===== config.mk =====
export PLATFORM = sky130hd
export DESIGN_NAME = router_ctrl
export DESIGN_NICKNAME = d
export VERILOG_FILES = /design/src/rtl/router_pkg.sv /design/src/rtl/router_sync_timer.sv /design/src/rtl/router_ctrl.sv
export SDC_FILE = /design/constraint.sdc
export NUM_CORES = 1
export LEC_CHECK = 0
export ABC_AREA = 1
export CAP_MARGIN = 30
export CORE_MARGIN = 8
export CORE_UTILIZATION = 48
export DETAILED_ROUTE_END_ITERATION = 6
export PLACE_DENSITY = 0.84
export SLEW_MARGIN = 20
export SYNTH_ARGS = -nofsm -noshare
export SYNTH_HDL_FRONTEND = slang
export SYNTH_SLANG_ARGS = --single-unit

===== constraint.sdc =====
create_clock -name clock -period 1.44 [get_ports clock]
set_clock_uncertainty 0.1 [all_clocks]
set_input_delay 0.288 -clock clock [delete_from_list [all_inputs] [get_ports clock]]
set_output_delay 0.288 -clock clock [all_outputs]
set_load 0.1 [all_outputs]

===== src/rtl/router_pkg.sv =====
// Shared definitions for the router controller: FSM encoding, header field layout, defaults.
package router_pkg;

    typedef enum logic [2:0] {
        DECODE,
        WAIT_TILL_EMPTY,
        LOAD_FIRST,
        LOAD_DATA,
        LOAD_PARITY,
        CHECK_PARITY
    } state_t;

    localparam logic [1:0] INVALID_ADDR    = 2'b11;
    localparam int         DEFAULT_TIMEOUT = 30;

    // Header byte: [1:0] destination port, [7:2] payload length
    localparam int ADDR_LSB = 0;
    localparam int ADDR_MSB = 1;
    localparam int LEN_LSB  = 2;
    localparam int LEN_MSB  = 7;
    localparam int LEN_W    = LEN_MSB - LEN_LSB + 1;

endpackage


===== src/rtl/router_sync_timer.sv =====
// Per-port idle-read watchdog: pulses soft_reset for one cycle after TIMEOUT
// consecutive cycles of valid output data that nobody reads.
module router_sync_timer
    import router_pkg::*;
#(
    parameter int TIMEOUT = DEFAULT_TIMEOUT
) (
    input  logic clock,
    input  logic resetn,
    input  logic vld,
    input  logic read_enb,
    output logic soft_reset
);

    localparam int CNT_W = $clog2(TIMEOUT + 1);

    logic [CNT_W-1:0] count;

    always_ff @(posedge clock or negedge resetn) begin
        if (!resetn) begin
            count      <= '0;
            soft_reset <= 1'b0;
        end else begin
            soft_reset <= 1'b0;
            if (!vld || read_enb) begin
                count <= '0;
            end else if (count == CNT_W'(TIMEOUT - 1)) begin
                count      <= '0;
                soft_reset <= 1'b1;
            end else begin
                count <= count + 1'b1;
            end
        end
    end

endmodule


===== src/rtl/router_ctrl.sv =====
// Router packet-steering controller: decodes headers, sequences FIFO writes, per-port watchdogs.
// Optional build macro ROUTER_PARITY_CHK_EN enables the parity check and the err flag.
module router_ctrl
    import router_pkg::*;
#(
    parameter int TIMEOUT = DEFAULT_TIMEOUT
) (
    input  logic       clock,
    input  logic       resetn,
    input  logic       pkt_valid,
    input  logic [7:0] data_in,
    input  logic [2:0] fifo_full,
    input  logic [2:0] fifo_empty,
    input  logic [2:0] read_enb,
    output logic       busy,
    output logic [2:0] write_enb,
    output logic [7:0] dout,
    output logic       lfd_state,
    output logic [2:0] vld_out,
    output logic [2:0] soft_reset,
    output logic       err
);

    state_t           state, state_nxt;
    logic [7:0]       header;
    logic [1:0]       addr;
    logic [LEN_W-1:0] remaining;
    logic             rst_meta, rst_sync;
    logic             accept, abort, hdr_take, pay_take;

    // Reset asserts immediately but releases on a clock edge
    always_ff @(posedge clock or negedge resetn) begin
        if (!resetn) begin
            rst_meta <= 1'b0;
            rst_sync <= 1'b0;
        end else begin
            rst_meta <= 1'b1;
            rst_sync <= rst_meta;
        end
    end

    assign vld_out  = ~fifo_empty;
    assign accept   = pkt_valid && !busy;
    assign abort    = soft_reset[addr] && (state != DECODE) && (state != CHECK_PARITY);
    assign hdr_take = (state == DECODE) && pkt_valid &&
                      (data_in[ADDR_MSB:ADDR_LSB] != INVALID_ADDR);
    assign pay_take = (state == LOAD_DATA) && accept;

    always_comb begin
        state_nxt = state;
        busy      = 1'b0;
        write_enb = '0;
        dout      = '0;
        lfd_state = 1'b0;
        case (state)
            DECODE: begin
                if (hdr_take)
                    state_nxt = fifo_empty[data_in[ADDR_MSB:ADDR_LSB]] ? LOAD_FIRST : WAIT_TILL_EMPTY;
            end
            WAIT_TILL_EMPTY: begin
                busy = 1'b1;
                if (fifo_empty[addr])
                    state_nxt = LOAD_FIRST;
            end
            LOAD_FIRST: begin
                busy      = 1'b1;
                lfd_state = 1'b1;
                dout      = header;
                write_enb = 3'b001 << addr;
                state_nxt = (header[LEN_MSB:LEN_LSB] == '0) ? LOAD_PARITY : LOAD_DATA;
            end
            LOAD_DATA: begin
                busy = fifo_full[addr];
                if (pkt_valid && !fifo_full[addr]) begin
                    write_enb = 3'b001 << addr;
                    dout      = data_in;
                    if (remaining == LEN_W'(1))
                        state_nxt = LOAD_PARITY;
                end
            end
            LOAD_PARITY: begin
                busy = fifo_full[addr];
                if (pkt_valid && !fifo_full[addr]) begin
                    write_enb = 3'b001 << addr;
                    dout      = data_in;
`ifdef ROUTER_PARITY_CHK_EN
                    state_nxt = CHECK_PARITY;
`else
                    state_nxt = DECODE;
`endif
                end
            end
`ifdef ROUTER_PARITY_CHK_EN
            CHECK_PARITY: begin
                busy      = 1'b1;
                state_nxt = DECODE;
            end
`endif
            default: state_nxt = DECODE;
        endcase
        // Watchdog on the active port abandons the packet; source must resync
        if (abort) begin
            state_nxt = DECODE;
            busy      = 1'b1;
            write_enb = '0;
            dout      = '0;
            lfd_state = 1'b0;
        end
    end

    always_ff @(posedge clock or negedge rst_sync) begin
        if (!rst_sync) begin
            state     <= DECODE;
            header    <= '0;
            addr      <= '0;
            remaining <= '0;
        end else begin
            state <= state_nxt;
            if (hdr_take) begin
                header <= data_in;
                addr   <= data_in[ADDR_MSB:ADDR_LSB];
            end
            if (state == LOAD_FIRST)
                remaining <= header[LEN_MSB:LEN_LSB];
            else if (pay_take)
                remaining <= remaining - 1'b1;
        end
    end

`ifdef ROUTER_PARITY_CHK_EN
    logic [7:0] parity, rx_parity;

    always_ff @(posedge clock or negedge rst_sync) begin
        if (!rst_sync) begin
            parity    <= '0;
            rx_parity <= '0;
            err       <= 1'b0;
        end else begin
            if (hdr_take) begin
                parity <= data_in;
                err    <= 1'b0;
            end else if (pay_take) begin
                parity <= parity ^ data_in;
            end
            if (state == LOAD_PARITY && accept)
                rx_parity <= data_in;
            if (state == CHECK_PARITY)
                err <= (parity != rx_parity);
        end
    end
`else
    assign err = 1'b0;
`endif

    for (genvar i = 0; i < 3; i++) begin : g_timer
        router_sync_timer #(.TIMEOUT(TIMEOUT)) u_timer (
            .clock      (clock),
            .resetn     (rst_sync),
            .vld        (vld_out[i]),
            .read_enb   (read_enb[i]),
            .soft_reset (soft_reset[i])
        );
    end

endmodule


==> flow_summary_export.csv <==
group,metric,value,unit
run_status,status,"finished, violations left",
run_status,violations,"setup timing",
drt,wire_per_inst,18.25,um
logic_synthesis,ys_types,31,
cts,cts.htree.levels,2,
sta,fmax,424.2,MHz
pwr,swShare,0.4947,
pwr,vdd_drop_max,0.001257,V
sta,relSlewSlack,0.5754,
setup_path,reg2regPathDepth,13,
global_routing,overflow,0,
finish,syn_to_final_growth,70.06,%
sta,grt_setup_unrepaired,"true",
die,die_h,85.20,um
logic_synthesis,synth_async_sr_flop_share,1.000,
global_routing,grt_pass1_vias,2680,
die,core,4661,sq um
cts,hold_buffers,0,
pwr,switching_power,4.280,mW
logic_synthesis,avgSynthCellArea,7.586,sq um
pwr,intPower,4.372,mW
place,dp_hpwl,4.736,mm
cts,cts_tree,"built",
place,dpl-instance-area,3373,sq um
logic_synthesis,synth_seq_cells,37,
finish,diodes,0,
setup_path,path_class,"reg -> out",
cts,cts_root_buffer,"clkbuf_8",
logic_synthesis,yosys_warnings,0,
drt,drcViolationCount,0,
finish,final_nets,438,
setup_path,critPathRequiredTime,1050,ps
sta,tns,-16980,ps
pwr,p_clk_frac,0.129,
place,port_buffers,38,
drt,routed_via_density,5.662,
sta,fin_crit_sh,1.637,
global_routing,grt_max_degree,36,
sta,fin_ws,-917.3,ps
sta,drv_slew,0,
logic_synthesis,syn_area,2298,sq um
finish,drive_gt1_frac,0.4258,
drt,num_vias,2633,
logic_synthesis,syn_nets,331,
logic_synthesis,synth_area_leaders,"dfrtp_1 40%, nand2_1 11%, nor2_1 7.8%, nand3_1 6.5%, inv_1 6.2%",
global_routing,antenna_found_initial,0,
finish,final_area,3909,sq um
run,drv_cap,0,
logic_synthesis,synth_top_cell_by_area,"dfrtp_1",
logic_synthesis,synth_edf_count,0,
pwr,p_per_area,2213,nW/um^2
logic_synthesis,synth.most_common_cell,"nand2_1",
die,start_util,0.4932,
cts,cts.path.max_buffers,2,
drt,drtIter0Drc,228,
logic_synthesis,netlist.area_leader.share,0.4028,
sta,layout_min_cycle_time,2357,ps
pwr,seq_power_share,0.173,
min_path,hold_class,"in -> async",
sta,hold_viol,0,
place,gp_congestion,0.8719,
die,rows,25,
global_routing,grt_usage,0.2231,
setup_path,cp_max_fo,8,
cts,worstSkewPairLatency,300,ps
die,die-area,7259,sq um
drt,drt_pre_antenna_iters,5,
pwr,p_leak,1.919,nW
die,io_pins,40,
logic_synthesis,synth_flop_cell,"dfrtp_1",
die,die_w,85.20,um
cts,clock_sinks,37,
setup_path,arrival,1970,ps
logic_synthesis,seq_area_frac_synth,0.4028,
drt,wl,8.487,mm
sta,tightest_slew,632.0,ps
setup_path,end_kind,"primary output",
cts,clk_pin_slew_worst_paths,80,ps
pwr,p_comb_frac,0.698,
logic_synthesis,synthTopCellsByCount,"65 x nand2_1, 48 x nor2_1, 38 x inv_1",
sta,setup_violations,29,
global_routing,grt_pass1_wl,12.81,mm
setup_path,crit_path_start_kind,"flip-flop",
drt,ant_nets,0,
logic_synthesis,synth_cells,303,
cts,cts_buffers,5,
[power by group through the flow]
stage	registers, mW	clock network [mW]	logic, mW
6_report	1.49	1.12	6.04
5_1_grt	1.52	1.17	6.30
4_1_cts	1.46	1.11	5.55
3_5_place_dp	1.48	0	4.83
3_3_place_gp	1.47	0	4.72
2_1_floorplan	1.48	0	2.98
[worst paths after layout]
path,startpoint,slack (ps),to
max,header[1],-920,dout[0]
max reg2reg,header[0],-580,state[0]
min in group clock,rst_meta,270,rst_sync
max in group asynchronous,rst_sync,680,header[1]
min reg2reg,rst_sync,200,state[1]
min,resetn,40,rst_meta
[worst max-delay path, stage by stage (launching register included)]
cell and delay, ps:
dfrtp_2 440, buf_6 130, nand3_4 80, nand2_4 60
nor2_4 150, nand2_4 90, nor2_8 140, buf_12 150
a22oi_2 100, nor2_4 130, buf_12 180
[metrics by stage]
step	worst slack (ps)	total power [mW]	instances	hold slack [ps]	util
floorplan	-678.9	4.452	303	-107.6	-
global placement	-755.6	6.186	438	194.1	0.7238
detailed placement	-810.1	6.307	438	193.9	0.7238
CTS	-837.7	8.126	463	50.42	0.8180
global route	-957.1	8.987	465	46.25	0.8387
finish	-917.3	8.652	465	43.90	0.8387
[logic make-up (layout without fill, tap and decap cells)]
| family | after synthesis | after routing | synth area share |
|---|---|---|---|
| and+or+nand+nor | 165 | 165 | 0.3364 |
| xor gates and xnor gates | 9 | 9 | 0.03430 |
| DFF | 37 | 37 | 0.4028 |
| adders and majority gates | 8 | 8 | 0.04355 |
| buffers and inverters | 53 | 161 | 0.1051 |
| other | 2 | 2 | 0.003267 |
| AOI/OAI and AO/OA | 29 | 29 | 0.07458 |
[cell usage in the layout (no fill, tap or decap), types with 5 or more instances in the layout]
cell	instances
o21ai_2	5
nor2_1	38
clkbuf_8	5
o21ai_1	5
ha_1	8
inv_1	34
xor2_1	6
nand2_1	45
buf_12	21
buf_4	56
inv_2	7
nor2_4	11
nand2_4	7
nand2_2	18
clkdlybuf4s50_1	16
dfrtp_1	36
o21ai_0	7
nand3_1	25
buf_6	15
nand3_4	5
a21oi_4	5
[state kept, by name, indices dropped and copies added (netlist names)]
name	count
g_timer.u_timer.count	15
header	8
remaining	6
g_timer.u_timer.soft_reset	3
state	3
rst_meta	1
rst_sync	1
[final cells by class]
class	count	area, sq um
flip-flops and latches	37	927.1
fillers	227	752.0
repair buffers	111	1196
multi-input cells	213	1420
well taps	54	67.56
clock inverters	3	68.82
inverters	42	160.2
clock buffers	5	68.82
[metal layers]
| layer | vias to the layer above | wire, um | part of all wire | track usage |
|---|---|---|---|---|
| li1 | 1159 | - | - | - |
| met2 | 170 | 4293 | 0.51 | 0.3835 |
| met3 | 46 | 687 | 0.081 | 0.06081 |
| met5 | - | 0 | 0 | 0 |
| met1 | 1258 | 3188 | 0.38 | 0.2490 |
| met4 | 0 | 317 | 0.037 | 0.1052 |
[what timing repair did]
item / CTS / global route
resized for setup: 60 / 25
setup endpoints to repair: 33 / 31
buffers inserted: 17 / 5
cloned: 1 / 0
pin swaps: 12 / 14
Note: power is estimated with default switching activity, not from simulation.
